`src/rtl/common_pkg.sv`:
```
// rtl/common_pkg.sv - shared credit sizing helpers for Fifo feeder and Fifo-side credit logic
package common_pkg;

   // Wide enough to hold the value depth itself, not just 0..depth-1.
   function automatic int credit_width(input int depth);
      return $clog2(depth) + 1;
   endfunction

endpackage

```
`src/rtl/credit_counter.sv`:
```
// rtl/credit_counter.sv - saturating free-slot counter, resets to p_max
module credit_counter
   import common_pkg::*;
#(
   parameter int p_max = 32
) (
   input  logic                          clk,
   input  logic                          rst,
   input  logic                          dec,
   input  logic                          inc,
   output logic [credit_width(p_max)-1:0] count,
   output logic                          nonzero,
   output logic                          full,
   output logic                          ovf
);

   localparam int cw = credit_width(p_max);
   localparam logic [cw-1:0] max_count = cw'(p_max);

   // Simultaneous dec and inc cancel; inc at max saturates instead of wrapping.
   always_ff @(posedge clk or posedge rst) begin
      if (rst) begin
         count <= max_count;
      end else if (dec && !inc) begin
         count <= count - cw'(1);
      end else if (inc && !dec && !full) begin
         count <= count + cw'(1);
      end
   end

   assign nonzero = (count != '0);
   assign full    = (count == max_count);
   assign ovf     = inc && !dec && full;

endmodule

```
`src/rtl/fifo_credit_sender.sv`:
```
// rtl/fifo_credit_sender.sv - val/rdy to registered push/wdata feeder with credit flow control
module fifo_credit_sender
   import common_pkg::*;
#(
   parameter type t_entry   = logic [31:0],
   parameter int  p_credits = 32
) (
   input  logic                              clk,
   input  logic                              rst,
   input  logic                              istream_val,
   output logic                              istream_rdy,
   input  t_entry                            istream_msg,
   output logic                              push,
   output t_entry                            wdata,
   input  logic                              credit_return,
   output logic [credit_width(p_credits)-1:0] credits,
   output logic                              idle,
   output logic                              overflow_err
);

   logic fire;
   logic nonzero;
   logic full;
   logic ovf;

   generate
      if (p_credits < 2) begin : g_bad_depth
         $error("fifo_credit_sender: p_credits must be >= 2");
      end
   endgenerate

   credit_counter #(
      .p_max (p_credits)
   ) u_credit_counter (
      .clk     (clk),
      .rst     (rst),
      .dec     (fire),
      .inc     (credit_return),
      .count   (credits),
      .nonzero (nonzero),
      .full    (full),
      .ovf     (ovf)
   );

   // rdy depends only on the counter state, never on same-cycle val or return.
   assign istream_rdy = nonzero;
   assign fire        = istream_val & nonzero;

   always_ff @(posedge clk or posedge rst) begin
      if (rst) begin
         push  <= 1'b0;
         wdata <= '0;
      end else begin
         push <= fire;
         if (fire) begin
            wdata <= istream_msg;
         end
      end
   end

   always_ff @(posedge clk or posedge rst) begin
      if (rst) begin
         overflow_err <= 1'b0;
      end else if (ovf) begin
         overflow_err <= 1'b1;
      end
   end

   assign idle = full & ~push;

endmodule

```
`config.mk`:
```
export PLATFORM = sky130hd
export DESIGN_NAME = fifo_credit_sender
export DESIGN_NICKNAME = d
export VERILOG_FILES = /design/src/rtl/common_pkg.sv /design/src/rtl/credit_counter.sv /design/src/rtl/fifo_credit_sender.sv
export SDC_FILE = /design/constraint.sdc
export NUM_CORES = 1
export LEC_CHECK = 0
export BUFFER_PORTS_ARGS = -buffer_cell sky130_fd_sc_hd__buf_2
export CAP_MARGIN = 10
export CELL_PAD_IN_SITES_DETAIL_PLACEMENT = 1
export CELL_PAD_IN_SITES_GLOBAL_PLACEMENT = 2
export CORE_MARGIN = 2
export CORE_UTILIZATION = 27
export CTS_BUF_LIST = sky130_fd_sc_hd__clkbuf_16
export DETAILED_ROUTE_END_ITERATION = 10
export PLACE_DENSITY = 0.79
export SYNTH_ARGS = -nofsm -noshare
export SYNTH_HDL_FRONTEND = slang
export SYNTH_SLANG_ARGS = --single-unit
```
`constraint.sdc`:
```
create_clock -name clk -period 3.4 [get_ports clk]
set_clock_uncertainty 0.05 [all_clocks]
set_input_delay 1.02 -clock clk [delete_from_list [all_inputs] [get_ports clk]]
set_output_delay 1.02 -clock clk [all_outputs]
set_load 0.01 [all_outputs]
```
## After elaboration in Yosys (flattened, before gate mapping)

Index checks and enable logic that the tools add are counted.

| operators by class | value |
|---|---|
| bitwise gates (word level) | 3 |
| $add $sub $neg | 2 |
| reduce and logical (&&, ||, !) cells | 9 |
| multiplexer cells | 2 |
| equal/unequal tests | 1 |

Operator list:

| cell | number |
|---|---|
| two-way mux 6 bit | 2 |
| adder 6 x 1 -> 6 bit, second input constant | 1 |
| equality test 6 bit, second input constant | 1 |
| nonzero test 6 bit | 1 |
| subtractor 6 x 1 -> 6 bit, second input constant | 1 |
| logical AND 1 bit | 4 |
| logical NOT 1 bit | 3 |
| bitwise AND 1 bit | 2 |
| nonzero test 2 bit | 1 |
| NOT 1 bit | 1 |

| storage, ports and cells | value |
|---|---|
| output and inout bits | 42 |
| input bits | 36 |
| logic and storage cells | 21 |
| flip-flop bits (word level) | 40 |

## Depth between registers and ports, before layout

| depth | value |
|---|---|
| word-level depth | 7 |
| depth in mapped cells | 11 |
| mapped depth without buffers | 10 |

## Modules after synthesis

A second synthesis with hierarchy kept.

| unflattened totals | value |
|---|---|
| cells, all modules | 115 |
| area total of the unflattened synthesis | 1,805.5 um^2 |

Modules (own cells, without submodules):

| module | seq. area each (um^2) | cells an instance | area an instance (um^2) | instances |
|---|---|---|---|---|
| fifo_credit_sender | 850.8 | 74 | 1,380.1 | 1 |
| credit_counter | 151.4 | 41 | 425.4 | 1 |

## Worst setup path before layout

OpenSTA, ideal clock, no wires.

| path | value |
|---|---|
| kind | register to register |
| from | register u_credit_counter.count[1] |
| to | register u_credit_counter.count[5] |
| path slack | 0.153 ns |
| data arrival time | 3.115 ns |
| data required time | 3.268 ns |
| buffers on the path | 1 |
| stages on the path, launching flop included | 12 |
| setup time | 0.082 ns |
| clock period less this slack | 3.247 ns |
| cells stage by stage | dfrtp_1 or4_1 or3_1 buf_2 or2b_1 inv_1 ha_1 a211oi_1 o21bai_1 a21oi_1 mux2_2 a211o_1 |

| between the ends | value |
|---|---|
| cells in the longest elaborated chain, start to end | 6 |
| elaborated cells on any way between the ends | 13 |
| those cells by class | add/sub (2); eq/ne (1); mux (2); bitwise (1); reduce/logical (7) |

Ends and longest elaborated chain:

| item | line | source |
|---|---|---|
| start, declared | credit_counter.sv:11 | `output logic [credit_width(p_max)-1:0] count,` |
| start signal, assigned | credit_counter.sv:23 | `count <= max_count;` |
| start signal, assigned | credit_counter.sv:25 | `count <= count - cw'(1);` |
| start signal, assigned | credit_counter.sv:27 | `count <= count + cw'(1);` |
| nonzero test 6 bit (*) | credit_counter.sv:31 | `assign nonzero = (count != '0);` |
| net istream_rdy | fifo_credit_sender.sv:11 | `output logic istream_rdy,` |
| bitwise AND 1 bit (*) | fifo_credit_sender.sv:47 | `assign fire = istream_val & nonzero;` |
| logical NOT 1 bit | credit_counter.sv:26 | `end else if (inc && !dec && !full) begin` |
| logical AND 1 bit (2 in series) | credit_counter.sv:26 |  |
| nonzero test 2 bit (no line) | -- |  |

The timed path passes the listed nets; every way through them passes the cells marked *. The select of a mux whose other input is x is not followed.
A chain may end at the register's enable or synchronous reset.

## Final worst setup path

| path | value |
|---|---|
| from | register u_credit_counter.count[1] |
| to | register u_credit_counter.count[5] |

| between the ends | value |
|---|---|
| cells in the longest elaborated chain, start to end | 6 |
| elaborated cells on any way between the ends | 13 |
| those cells by class | add/sub (2); eq/ne (1); mux (2); bitwise (1); reduce/logical (7) |

Ends and longest elaborated chain:

| item |
|---|
| branches (longest 6 deep; another with adder 6 x 1 -> 6 bit) |

Several ways; the timed one is not identified. The select of a mux whose other input is x is not followed.

==> metrics.cfg <==
[global_route]
gr-total-overflow=0
grt_first_pass_wirelength_mm=6.651
antenna_found_initial=0
track_usage=0.1178
grt_pass1_vias=1394
grt_max_degree=41

[cts]
path_clk_slew_ns=0.06
cts_setup_buffers=0
clockRootBuffer=clkbuf_16
clock_sinks=40
clk_latency_ns=0.27
numCtsBuffers=5
htree_levels=2
clockBufferDepth=2
cts_tree=yes

[placement]
dp_cells=278
hpwl_mm=3.109
pre_cts_ws_ns=0.07046
place_congestion=0.7241
port_buffers=77

[yosys]
synthXorXnorAreaFrac=0.01987
synthMuxAreaShare=0.2548
synth_cells=122
synth-compound-area-share=0.04613
synth_adder_area_share=0.03974
synth-simple-area-share=0.03833
synth_nets=163
synth_top_cell_by_area=dfrtp_1
yosys_warnings=0
synth.avg_cell_area_um2=14.45
netlist_top_cells_area=dfrtp_1 55%, mux2_2 24%, ha_1 2.8%, xnor2_1 2.0%, dfstp_2 1.5%
yosysSeqAreaShare=0.5685
synthDistinctLibCells=27
synth_top_area_frac=0.5536
ys_ff_latch=40
synth_top_family_by_area=multiplexers
syn-cell-area_um2=1763

[finish]
diodes=0
most-common-layout-cells=77 x buf_2, 39 x dfrtp_1, 37 x mux2_2
drive_gt1_frac=0.6316
finalNonFillerCells=286
fillCellCount=712
area_growth_pct=36.34
final_common_cell=buf_2
fin_nets=249
multi_input_area_um2=706.9
seq_area_um2=1002

[timing]
worst_slew_pin_slew_ns=0.5008
maxSlewHeadroom=0.6662
timing.final.crit_share=0.9375
final-max-slew-violation-count=0
setup_viol=0
setup_tns_ns=0
hold_viol_final=0
min_period_ns=3.188
setup_slack_ns=0.2125
holdWs_ns=0.4342
rsz0062_at_grt=no
fmax_mhz=313.7

[route]
drtIter0Drc=9
drc=0
wire_per_inst_um=13.94
vias=1264
routed_wl_mm=3.987
viasPerCell=4.420
first_pass_iters=4
postRouteAntennaNets=0

[die]
rows=29
start_util=0.2776
dieArea_um2=7192
die_y_um=84.81
core_area_um2=6350
die_x_um=84.81
ios=78

[setup_path]
ff2ff_setup_slack_ns=0.21
arrival_ns=3.34
reg2regPathDepth=11
worst_ep_required_time_ns=3.55
rr_startpoint=u_credit_counter.count[1]$_DFFE_PP0P_
critPathKind=reg -> reg
crit_fanout=4
crit_path_start_kind=flip-flop
worst_setup_path_end_kind=flip-flop
worst_r2r_endpoint=u_credit_counter.count[5]$_DFFE_PP1P_
crit_start=u_credit_counter.count[1]$_DFFE_PP0P_

[pwr]
leakagePower_nw=1.176
ir_worst_vdd_mv=0.3145
p_per_area_nw_per_um2=699.6

[hold_path]
hp-class=reg -> reg
min-delay-start=overflow_err$_DFFE_PP0P_
worst_hold_path.endpoint=overflow_err$_DFFE_PP0P_
whs_path_depth=1

[job]
max_cap_viol_count=0

[status]
status=finished clean

==> synth_stat cells, drive strengths merged <==
cell,number
o21bai,2
or2b,1
or3,1
mux2i,2
buf,4
nor3,1
ha,4
or4,1
dfrtp,39
nor2,4
mux2,37
a211oi,1
a211o,1
inv,6
a21o,2
a21oi,3
o21a,1
o21ai,1
dfstp,1
fa,1
nand2b,2
nand2,3
xnor2,4
==> cell type report <==
cell class,count,share of cell area
Multi-Input combinational cell,72,0.2941
Sequential cell,40,0.4170
Tap cell,77,0.04008
Timing Repair Buffer,83,0.1791
Clock buffer,5,0.05206
Clock inverter,3,0.008329
Inverter,6,0.009370
==> critical path, cell delays in order, from the launching register on <==
cell	delay (ns)
dfrtp_1	0.40
or4_1	0.55
or3_1	0.34
or2b_1	0.19
inv_1	0.08
buf_4	0.14
ha_1	0.32
o21ai_0	0.11
o21bai_1	0.10
a21oi_2	0.20
mux2_2	0.35
a211o_1	0.29
==> report_power, final <==
part | total (mW) | internal (mW) | switching, mW | leakage [nW]
clock | 0.452 | 0.270 | 0.182 | 0.0712
combinational | 0.564 | 0.294 | 0.270 | 0.639
sequential | 0.665 | 0.589 | 0.0758 | 0.466
total | 1.68 | 1.15 | 0.528 | 1.18
==> sequential cells by signal, summed over array words and instances, names as in the netlist <==
signal                  cells
push                        1
u_credit_counter.count      6
wdata                      32
overflow_err                1
==> per-layer routing <==
layer	wire length [um]	part of all wire	GRT usage
met1	1676	0.42	0.1488
met2	1769	0.44	0.1668
met3	512	0.13	0.06883
met4	29	0.0073	0.04329
met5	0	0	0
==> through the flow <==
| stage | power (mW) | util | area (um^2) |
|---|---|---|---|
| floorplan | 1.031 | - | 1763 |
| global placement | 1.228 | 0.3551 | 2255 |
| detailed placement | 1.244 | 0.3551 | 2255 |
| CTS | 1.715 | 0.3779 | 2400 |
| global route | 1.800 | 0.3785 | 2404 |
| finish | 1.681 | 0.3785 | 2404 |
==> cells by family after synthesis <==
| group | after synthesis |
|---|---|
| muxes | 39 |
| xor gates and xnor gates | 4 |
| AOI/OAI and AO/OA | 11 |
| adders and majority gates | 5 |
| DFF | 40 |
| and+or+nand+nor | 13 |
| buffers and inverters | 10 |
==> worst max path at each step <==
stage | slack, ns | endpoint
after global routing | 0.02 | u_credit_counter.count[5]$_DFFE_PP1P_
final | 0.21 | u_credit_counter.count[5]$_DFFE_PP1P_
after detailed placement | 0.07 | u_credit_counter.count[5]$_DFFE_PP1P_
after global placement | 0.15 | u_credit_counter.count[5]$_DFFE_PP1P_
after floorplan | 0.15 | u_credit_counter.count[5]$_DFFE_PP1P_
after CTS | 0.14 | u_credit_counter.count[5]$_DFFE_PP1P_
==> repair_timing <==
| item | CTS | global route |
|---|---|---|
| setup endpoints to repair | 0 | 1 |
| gates resized for setup | 0 | 1 |
| hold buffers | 0 | 0 |
No activity file was read; power rests on OpenSTA's default activity.
